**config.mk**
```make
export PLATFORM = sky130hd
export DESIGN_NAME = serial_comparator
export DESIGN_NICKNAME = d
export VERILOG_FILES = /design/src/rtl/serial_comparator.sv
export SDC_FILE = /design/constraint.sdc
export NUM_CORES = 1
export LEC_CHECK = 0
export ABC_CLOCK_PERIOD_IN_PS = 1200
export BUFFER_PORTS_ARGS = -buffer_cell sky130_fd_sc_hd__buf_2
export CAP_MARGIN = 30
export CORE_MARGIN = 4
export CORE_UTILIZATION = 48
export DETAILED_ROUTE_END_ITERATION = 6
export HOLD_SLACK_MARGIN = 0.02
export PLACE_DENSITY_LB_ADDON = 0.1
export SYNTH_ARGS = -nofsm -noshare
export SYNTH_HDL_FRONTEND = slang
export SYNTH_SLANG_ARGS = --single-unit
```
**constraint.sdc**
```tcl
create_clock -name clk -period 1.2 [get_ports clk]
set_input_delay 0.12 -clock clk [delete_from_list [all_inputs] [get_ports clk]]
set_output_delay 0.12 -clock clk [all_outputs]
set_load 0.005 [all_outputs]
```
**src/rtl/serial_comparator.sv**
```systemverilog
`default_nettype none
// ============================================================================
// Module      : serial_comparator
// Description : Compares two unsigned WIDTH-bit operands two bits per cycle,
//               most-significant slice first, and reports lt / eq / gt with a
//               one-cycle done pulse.
// Option      : define SERIAL_COMPARATOR_EARLY_EXIT_EN to finish on the first
//               differing slice instead of always scanning every slice.
// Revision    : 1.0 - initial release
// ============================================================================
module serial_comparator #(
  parameter int WIDTH = 8
) (
  input  logic             clk,
  input  logic             rst,
  input  logic             start,
  input  logic [WIDTH-1:0] a,
  input  logic [WIDTH-1:0] b,
  output logic             busy,
  output logic             done,
  output logic             lt,
  output logic             eq,
  output logic             gt
);

  localparam int c_SLICES = WIDTH / 2;
  localparam int c_IDX_W  = (c_SLICES > 1) ? $clog2(c_SLICES) : 1;

  typedef enum logic [1:0] {
    IDLE    = 2'd0,
    COMPARE = 2'd1,
    DONE    = 2'd2
  } state_t;

  state_t             r_state;
  state_t             w_next_state;
  logic [WIDTH-1:0]   r_a;
  logic [WIDTH-1:0]   r_b;
  logic [c_IDX_W-1:0] r_idx;
  logic               r_decided;
  logic               r_lt;
  logic               r_eq;
  logic               r_gt;

  // Operands are shifted left each cycle, so the slice under test is always
  // the top two bits; r_idx only tracks how many slices remain.
  logic [1:0] w_slice_a;
  logic [1:0] w_slice_b;
  logic       w_diff;
  logic       w_last;

  assign w_slice_a = r_a[WIDTH-1 -: 2];
  assign w_slice_b = r_b[WIDTH-1 -: 2];
  assign w_diff    = (w_slice_a != w_slice_b);
  assign w_last    = (r_idx == '0);

  // State register.
  always_ff @(posedge clk) begin
    if (rst) begin
      r_state <= IDLE;
    end else begin
      r_state <= w_next_state;
    end
  end

  // Next-state decode; start is only looked at while idle.
  always_comb begin
    w_next_state = r_state;
    case (r_state)
      IDLE: begin
        if (start) begin
          w_next_state = COMPARE;
        end
      end
      COMPARE: begin
        if (w_last) begin
          w_next_state = DONE;
        end
`ifdef SERIAL_COMPARATOR_EARLY_EXIT_EN
        // Nothing has been decided yet while still in COMPARE here, so the
        // first difference seen is the most-significant one.
        else if (w_diff) begin
          w_next_state = DONE;
        end
`endif
      end
      DONE: begin
        w_next_state = IDLE;
      end
      default: begin
        w_next_state = IDLE;
      end
    endcase
  end

  // Operand capture, slice scan and result recording.
  always_ff @(posedge clk) begin
    if (rst) begin
      r_a       <= '0;
      r_b       <= '0;
      r_idx     <= '0;
      r_decided <= 1'b0;
      r_lt      <= 1'b0;
      r_eq      <= 1'b0;
      r_gt      <= 1'b0;
    end else begin
      case (r_state)
        IDLE: begin
          if (start) begin
            r_a       <= a;
            r_b       <= b;
            r_idx     <= c_IDX_W'(c_SLICES - 1);
            r_decided <= 1'b0;
            r_lt      <= 1'b0;
            r_eq      <= 1'b0;
            r_gt      <= 1'b0;
          end
        end
        COMPARE: begin
          r_a   <= r_a << 2;
          r_b   <= r_b << 2;
          r_idx <= r_idx - 1'b1;
          if (!r_decided && w_diff) begin
            // First differing slice from the top settles the result.
            r_lt      <= (w_slice_a < w_slice_b);
            r_gt      <= (w_slice_a > w_slice_b);
            r_decided <= 1'b1;
          end else if (w_last && !r_decided) begin
            r_eq <= 1'b1;
          end
        end
        default: begin
        end
      endcase
    end
  end

  assign busy = (r_state != IDLE);
  assign done = (r_state == DONE);
  assign lt   = r_lt;
  assign eq   = r_eq;
  assign gt   = r_gt;

endmodule
`default_nettype wire

```
== Word level (Yosys, flattened, before mapping) ==
Index checks and enable logic that the tools add are counted.

* Latch bits: 0
* Output and inout bits: 5
* Input port bits: 19
* Bits in read-only memories: 0
* Bits in registers: 24
* RAM bits: 0
* Memories: 0

* Multiplexer cells: 19
* Bitwise logic cells: 0
* Divide/modulo/power cells: 0
* Multiply operators: 0
* Shift-type cells: 0
* $lt $le $gt $ge: 2
* $add $sub $neg: 1
* Reductions and logical operators: 11
* Equality and inequality tests: 8

{| class="wikitable"
|+ Operators by type and width
! kind !! count
|-
| 8-bit one-hot mux with 2 select lines || 2
|-
| 8-bit 2-to-1 mux || 2
|-
| 2-bit != test (second input constant) || 5
|-
| 1-bit one-hot mux with 2 select lines || 4
|-
| 2-bit one-hot mux with 2 select lines || 2
|-
| 1-bit 2-to-1 mux || 6
|-
| 2-bit 2-to-1 mux || 3
|-
| 2-bit zero test || 2
|-
| 2-bit AND reduction || 2
|-
| 4-bit AND reduction || 1
|-
| 2-bit nonzero test || 2
|-
| 3-bit AND reduction || 1
|-
| 2-bit by 1-bit equality test with 1-bit output (second input constant) || 1
|-
| 2-bit equality test (second input constant) || 1
|-
| 2-bit greater-than comparator || 1
|-
| 1-bit logical AND || 2
|-
| 2-bit less-than comparator || 1
|-
| 2-bit != test || 1
|-
| 2-bit by 1-bit subtractor with 2-bit output (second input constant) || 1
|-
| 1-bit zero test || 1
|}

== Depth between registers and ports, before layout ==
Gate-level depths: netlist of the first run.

* Depth after elaboration: 5
* Depth in mapped cells: 6

== Least setup slack after synthesis of the first run ==
Ideal clock, no wire load.

* Path kind: reg2reg
* Start: register r_b[7]
* End: register r_lt, in the netlist lt
* Path slack: -0.152 ns
* Arrival time: 1.231 ns
* Setup time: 0.121 ns
* Cell stages (with the launch flop): 6
* Path through: dfxtp_1 > inv_1 > ha_1 > nand2_1 > and3_4 > mux2_2

* Word-level cells in the longest chain between the ends: 4
* Elaborated cells on any way between the ends: 7
* Those cells by class: 1 x order compare; 2 x eq/ne; 2 x mux; 2 x reduce/logical

{| class="wikitable"
|+ RTL lines
! element !! line !! source
|-
| from (decl) || 38 || <nowiki>logic [WIDTH-1:0] r_b;</nowiki>
|-
| from (signal assigned) || 121 || <nowiki>r_b <= r_b << 2;</nowiki>
|-
| 2-bit != test || 54 || <nowiki>assign w_diff = (w_slice_a != w_slice_b);</nowiki>
|-
| 1-bit logical AND || 123 || <nowiki>if (!r_decided && w_diff) begin</nowiki>
|-
| 2-bit != test (no line) || -- ||
|-
| 3-bit AND reduction (no line) || -- ||
|-
| to (signal assigned) || 125 || <nowiki>r_lt <= (w_slice_a < w_slice_b);</nowiki>
|-
| to (decl) || 41 || <nowiki>logic r_lt;</nowiki>
|}

Parallel ways exist; a longest one is shown, timed or not. The select of a mux whose other input is x is not followed.
A chain may end at the register's enable or synchronous reset.

== Worst setup path in the final report of the first run ==
* Start: register r_state[1]
* End: register r_a[6]

* Word-level cells in the longest chain between the ends: 3
* Elaborated cells on any way between the ends: 6
* Those cells by class: 2 x eq/ne; 1 x mux; 3 x reduce/logical

{| class="wikitable"
|+ RTL lines
! element !! line !! source
|-
| from (decl) || 35 || <nowiki>state_t r_state;</nowiki>
|-
| from (signal assigned) || 62 || <nowiki>r_state <= w_next_state;</nowiki>
|-
| 2-bit by 1-bit equality test with 1-bit output or 2-bit zero test (tied branches) || 107 || <nowiki>case (r_state)</nowiki>
|-
| 2-bit nonzero test (no line) or 2-bit != test (tied branches) || -- ||
|-
| 2-bit AND reduction (no line) || -- ||
|-
| to (signal assigned) || 120 || <nowiki>r_a <= r_a << 2;</nowiki>
|-
| to (decl) || 37 || <nowiki>logic [WIDTH-1:0] r_a;</nowiki>
|}

Parallel ways exist; a longest one is shown, timed or not.

==> key figures, run 1 <==
Detailed routing
  – DRC: 0
  – Initial drt markers: 13
  – First-pass DRT Iterations: 4
  – Vias: 1088
  – Routed Antenna Nets: 0
  – Total routed wirelength: 3139 µm
  – WL/cell: 15.54 µm
  – Vias per cell: 5.386

Timing
  – RSZ-0062 raised after global routing: true
  – Slew Viols, Final: 0
  – Setup TNS Final: -1903 ps
  – Final min period: 1466 ps
  – Final Hold Fails: 0
  – Fin crit share: 122.1%
  – Final WS setup: -265.6 ps
  – Slew headroom: 75.67%
  – Final setup violating endpoints: 22
  – F_max: 0.6823 GHz
  – Clock Skew: 2.189 ps
  – Slew @ Worst Pin: 364.9 ps

Setup path
  – Worst EP required: 1400 ps
  – Crit-path cells: buf_4, nor2b_4, buf_6, buf_12, a21oi_1, a221oi_1
  – Critical Path End Type: register
  – Slowest-stage cell, CP: dfxtp_4
  – Critical Path AT: 1670 ps
  – Worst Path Max Fanout: 6
  – Critical Path Max Stage Delay: 370 ps
  – Worst setup SP type: register
  – Cells on worst reg2reg path: 6
  – CP Class: register to register

Hold path
  – Hold depth: 3
  – Hold Crit Class: input pin to register

Layout
  – Antenna Cells: 0
  – Design Area, Final: 1727 µm²
  – P&R area growth vs syn: 47.75%
  – # fillers: 161
  – NumNets Final: 197
  – Layout cells sized above 1: 52.30%
  – Core Util, Final: 76.58%

Pwr
  – Sw Share: 31.42%
  – Max IR drop VDD: 0.0009892 V
  – P_leak: 0.7474 nW
  – Combinational power share: 37.3%
  – Power per standard cell area: 1264 nW/µm²
  – Switch Pwr: 0.0006860 W
  – Internal: 0.001497 W
  – Clock group share of total power: 19.5%
  – Reg power frac: 43.3%

Synth
  – Ys Warns: 0
  – Asr flop ratio synth: 0%
  – Synth cell types: 31
  – Syn Inst Count: 128
  – Post-synth EDFFs: 0
  – Mapped Avg Cell Area: 9.130 µm²
  – Sequential fraction of the synthesis area: 41.11%
  – Cell area after synthesis: 1169 µm²
  – Top_reg_cell synth: dfxtp_1
  – Synth Register Bits: 24
  – Mapped Nets: 150

Place
  – Placer congestion estimate: 0.7359
  – Dpl hpwl: 1852 µm
  – Placed instance area: 1420 µm²
  – Port Buffers: 23

Global route
  – GRT Overall Usage: 18.66%
  – First-pass GRT wire length: 4885 µm
  – Total grt overflow: 0
  – Largest net degree at the start of global routing: 15
  – Initial antenna violation count: 0
  – Vias in the first global route: 1080

CTS
  – Clock transition at path regs: 130 ps
  – CTS tree: built
  – Hold buffers post-CTS: 0
  – CTS Sinks: 24
  – Clk_lat worst skew: 310 ps
  – Clock Path Buffers: 2
  – Num CTS Buffers: 3
  – H-tree level count: 1
  – Root buffer cell: clkbuf_4

Run status
  – Failing checks: setup timing
  – Outcome: finished, violations left

Floorplan
  – Die footprint: 3288 µm²
  – Die X: 57.34 µm
  – Starting Density: 51.83%
  – Core Area: 2255 µm²
  – Row count: 17
  – Die height: 57.34 µm
  – Ports: 24

Flow run
  – Max-cap violations: 0
-- worst max-delay path: cells and delay by family (launching register included) --
family / cells / cell delay, ps
AO/OA/AOI/OAI: 2 / 400
buffers and inverters: 3 / 380
flip-flops: 1 / 370
AND/OR/NAND/NOR: 1 / 200
-- repair_timing --
| action | 4_1_cts | 5_1_grt |
|---|---|---|
| setup endpoints to repair | 19 | 22 |
| endpoints found under the hold margin | 0 | 0 |
| setup buffers | 11 | 1 |
| pin swaps | 11 | 7 |
| gates resized for setup | 20 | 14 |
| gates cloned | 1 | 0 |
-- sequential cells by signal, indices dropped and copies added (netlist names) --
name and count:
r_a 8, lt 1, r_state 2, r_b 8, gt 1, r_idx 2, r_decided 1, eq 1
-- power groups by stage --
stage | Combinational (W) | Clock (W) | Sequential (W)
after CTS | 0.000707 | 0.000445 | 0.000935
after detailed placement | 0.000581 | 0 | 0.000953
final | 0.000814 | 0.000425 | 0.000945
after global routing | 0.000882 | 0.000473 | 0.000955
after global placement | 0.000570 | 0 | 0.000949
after floorplan | 0.000417 | 0 | 0.000939
-- kinds of logic after synthesis --
| logic type | synth area share, % |
|---|---|
| AO/OA/AOI/OAI | 27.73 |
| flip-flops | 41.11 |
| buffers and inverters | 8.673 |
| multiplexers | 0.9635 |
| AND/OR/NAND/NOR | 18.31 |
| adder cells (fa/ha/maj) | 3.212 |
-- layout make-up --
type / count / area, µm² / area share, %
tap: 28 / 35.03 / 2.029
sequential: 24 / 488.0 / 28.26
inverter: 7 / 26.28 / 1.522
timing repair buffer: 51 / 422.9 / 24.49
multi-input combinational: 88 / 718.2 / 41.59
clock buffer: 4 / 36.28 / 2.101
-- stage by stage --
| stage | power, W | std cells | hold slack (ps) | worst slack [ps] |
|---|---|---|---|---|
| 4_1_cts | 0.002087 | 201 | 27.02 | -158.8 |
| 5_1_grt | 0.002310 | 202 | 26.38 | -313.8 |
| 6_report | 0.002183 | 202 | 34.83 | -265.6 |
| 2_1_floorplan | 0.001356 | 128 | 261.0 | -86.56 |
| 3_5_place_dp | 0.001535 | 185 | 367.0 | -147.5 |
| 3_3_place_gp | 0.001518 | 185 | 359.5 | -110.5 |
-- layout by cell type, fill, tap and decap left out, drive strengths merged --
cell type	synthesis	final
nor2	17	17
o21bai	1	1
nor3	3	3
a2111oi	2	2
clkbuf	3	4
nor2b	3	3
o2bb2ai	1	1
o22ai	1	1
nand2	17	17
a221oi	2	2
a21oi	14	14
and3	1	1
a31oi	1	1
or2b	1	1
nor3b	2	2
a22oi	3	3
ha	3	3
a311oi	1	1
mux2	1	1
inv	7	7
dfxtp	24	24
or2	1	1
o21ba	1	1
o21a	1	1
buf	6	51
a211oi	11	11
-- worst paths after layout --
path | start | to | slack (ps)
min | a[7] | r_a[7] | 30
max reg2reg | r_state[1] | r_a[6] | -270
max | r_state[1] | r_a[6] | -270
min reg2reg | r_idx[0] | r_idx[0] | 460
-- metal layers --
metal  track usage, %  part of all wire [%]  vias to the layer above
met3            2.036                   3.0                        6
li1                 -                     -                      540
met1            22.28                    41                      521
met4            5.629                   1.8                        0
met5                0                     0                        -
met2            34.52                    55                       21
-- synthesized netlist by cell type, types with 2 or more instances --
library cell / number / area share, %
nor2b_1: 2 / 1.1
buf_6: 5 / 4.8
nand2_1: 17 / 5.5
inv_1: 7 / 2.2
clkbuf_1: 3 / 0.96
a21oi_2: 4 / 3.0
a2111oi_2: 2 / 2.6
a211oi_1: 7 / 4.5
nor3_1: 3 / 1.3
a22oi_1: 3 / 1.9
ha_1: 3 / 3.2
a211oi_2: 4 / 4.3
dfxtp_1: 24 / 41
a221oi_1: 2 / 1.5
a21oi_1: 10 / 4.3
nor2_1: 17 / 5.5
(Power assumes the default switching activity.)
==> inputs of run 2 (changes only) <==
--- a/config.mk
+++ b/config.mk
@@ -8,6 +8,7 @@
 export ABC_CLOCK_PERIOD_IN_PS = 1200
 export BUFFER_PORTS_ARGS = -buffer_cell sky130_fd_sc_hd__buf_2
 export CAP_MARGIN = 30
+export CORE_ASPECT_RATIO = 1.5
 export CORE_MARGIN = 4
 export CORE_UTILIZATION = 48
 export DETAILED_ROUTE_END_ITERATION = 6
==> key figures, run 2 (synthesis gave the netlist of run 1 again) <==
Setup path
  – Worst setup SP type: register
  – Reg-to-Reg Start: r_state[1]
  – Cells on worst reg2reg path: 4
  – Critical Path AT: 1530 ps
  – Critical Path Max Stage Delay: 390 ps
  – Crit-path cells: buf_6, nor2b_4, and3_4, mux2_4
  – Launch point of the critical path: r_state[1]
  – CP Class: register to register
  – R2R Path End: lt
  – Critical Path End Type: register
  – R2R Setup Slk: -100 ps
  – Worst Path Max Fanout: 5
  – Worst EP required: 1420 ps
  – Critical Path Sink: lt
  – Slowest-stage cell, CP: dfxtp_4

Hold path
  – Hold depth: 3
  – Hold Crit Class: input pin to register

CTS
  – CTS tree: built
  – CTS Sinks: 24
  – Clock transition at path regs: 130 ps
  – Clk_lat worst skew: 320 ps
  – H-tree level count: 1
  – Num CTS Buffers: 3
  – Clock Path Buffers: 2
  – Root buffer cell: clkbuf_4

Timing
  – Slew @ Worst Pin: 435.8 ps
  – RSZ-0062 raised after global routing: true
  – Final Hold Fails: 0
  – Final setup violating endpoints: 15
  – Final WS setup: -101.8 ps
  – Slew headroom: 70.95%
  – F_max: 0.7682 GHz
  – Clock Skew: 6.943 ps
  – Fin crit share: 108.5%
  – Slew Viols, Final: 0
  – Final min period: 1302 ps

Detailed routing
  – WL/cell: 15.55 µm
  – Routed Antenna Nets: 0
  – Total routed wirelength: 3126 µm
  – DRC: 0
  – First-pass DRT Iterations: 4
  – Vias: 1130
  – Initial drt markers: 26
  – Vias per cell: 5.622

Floorplan
  – Starting Density: 51.12%
  – Die height: 68.43 µm
  – Ports: 24
  – Row count: 21
  – Core Area: 2286 µm²
  – Die footprint: 3304 µm²
  – Die X: 48.29 µm

Place
  – Placer congestion estimate: 0.7178
  – Port Buffers: 23
  – Dpl hpwl: 1767 µm
  – Post-Place Cells: 181

Layout
  – Multi-input logic area: 817.0 µm²
  – Commonest non-fill, non-tap cell in the layout: buf_2
  – Storage cell area: 491.7 µm²
  – Commonest cells after routing, fill and taps aside: buf_2, dfxtp_1, buf_4
  – Antenna Cells: 0
  – NumNets Final: 202
  – Post-Layout Cell Count: 201
  – # fillers: 168
  – P&R area growth vs syn: 53.21%
  – Layout cells sized above 1: 60.67%
  – Core Util, Final: 78.33%
  – Regs by FF count: r_a: 8 flops, r_b: 8 flops

Global route
  – GRT Overall Usage: 20.53%
  – Met1 usage: 22.28%
  – Gr busiest metal: met2
  – Vias in the first global route: 1110
  – Initial antenna violation count: 0
  – Grt met2 use: 36.93%
  – GR met3 Demand/Resource: 3.947%
  – Largest net degree at the start of global routing: 18
  – First-pass GRT wire length: 4802 µm
  – Total grt overflow: 0

Pwr
  – Max IR drop VDD: 0.001002 V
  – P_leak: 0.7590 nW
  – Power per standard cell area: 1216 nW/µm²

Run status
  – Outcome: finished, violations left
  – Failing checks: setup timing

Flow run
  – Max-cap violations: 0
[run 2: cell count changes in the layout (fill, tap and decap cells not counted), moves of 2 or more]
cell | before | now
a221oi_1 | 2 | 0
nor2_2 | 1 | 4
a21oi_2 | 4 | 7
a211oi_2 | 6 | 8
a221oi_2 | 0 | 2
nor2_1 | 16 | 12
a21oi_1 | 10 | 6
buf_6 | 10 | 13
buf_4 | 15 | 17
a211oi_1 | 5 | 3
buf_12 | 3 | 1
[run 2: worst min-delay path by stage]
stage | start | endpoint | slack, ps
floorplan | b[2] | r_b[2] | 260
global placement | b[1] | r_b[1] | 360
detailed placement | a[1] | r_a[1] | 370
CTS | a[7] | r_a[7] | 30
global route | b[5] | r_b[5] | 20
finish | b[1] | r_b[1] | 30
[run 2: repair_timing]
item	CTS	global route
hold buffers	0	0
cloned	2	1
resized for setup	28	26
endpoints found under the hold margin	0	0
buffers inserted	10	4
endpoints found under the setup margin	22	22
pin swaps	8	20
[run 2: stage by stage]
step	setup WS (ps)	cell area (µm²)	power [W]	setup TNS, ps	hold slack [ps]
finish	-101.8	1790	0.002177	-596.2	25.25
global route	-130.1	1790	0.002295	-1531	24.49
CTS	-98.75	1617	0.002018	-817.1	29.72
detailed placement	-146.0	1384	0.001512	-1492	368.0
global placement	-108.0	1384	0.001497	-713.7	360.0
floorplan	-86.56	1195	0.001356	-86.56	261.0
[run 2: worst max-delay path, delay by kind of cell (launching register included)]
family	cells	cell delay [ps]
multiplexers	1	290
buffers and inverters	1	120
flip-flops	1	390
AND/OR/NAND/NOR	2	400
[run 2: cell type report]
class,count,area share [%]
multi-input combinational,91,45.63
sequential,24,27.46
timing repair buffer,53,22.57
tap,23,1.607
inverter,7,1.468
clock buffer,3,1.258
[run 2: where the power goes]
part	internal (W)	total, W	switching (W)
clock network	0.000118	0.000360	0.000242
logic	0.000455	0.000866	0.000410
registers	0.000883	0.000951	0.0000682
total	0.00146	0.00218	0.000721
[run 2: per-layer routing]
layer,vias up,wire [µm]
li1,558,-
met1,530,1199
met2,33,1692
met3,9,150
met4,0,84
met5,-,0
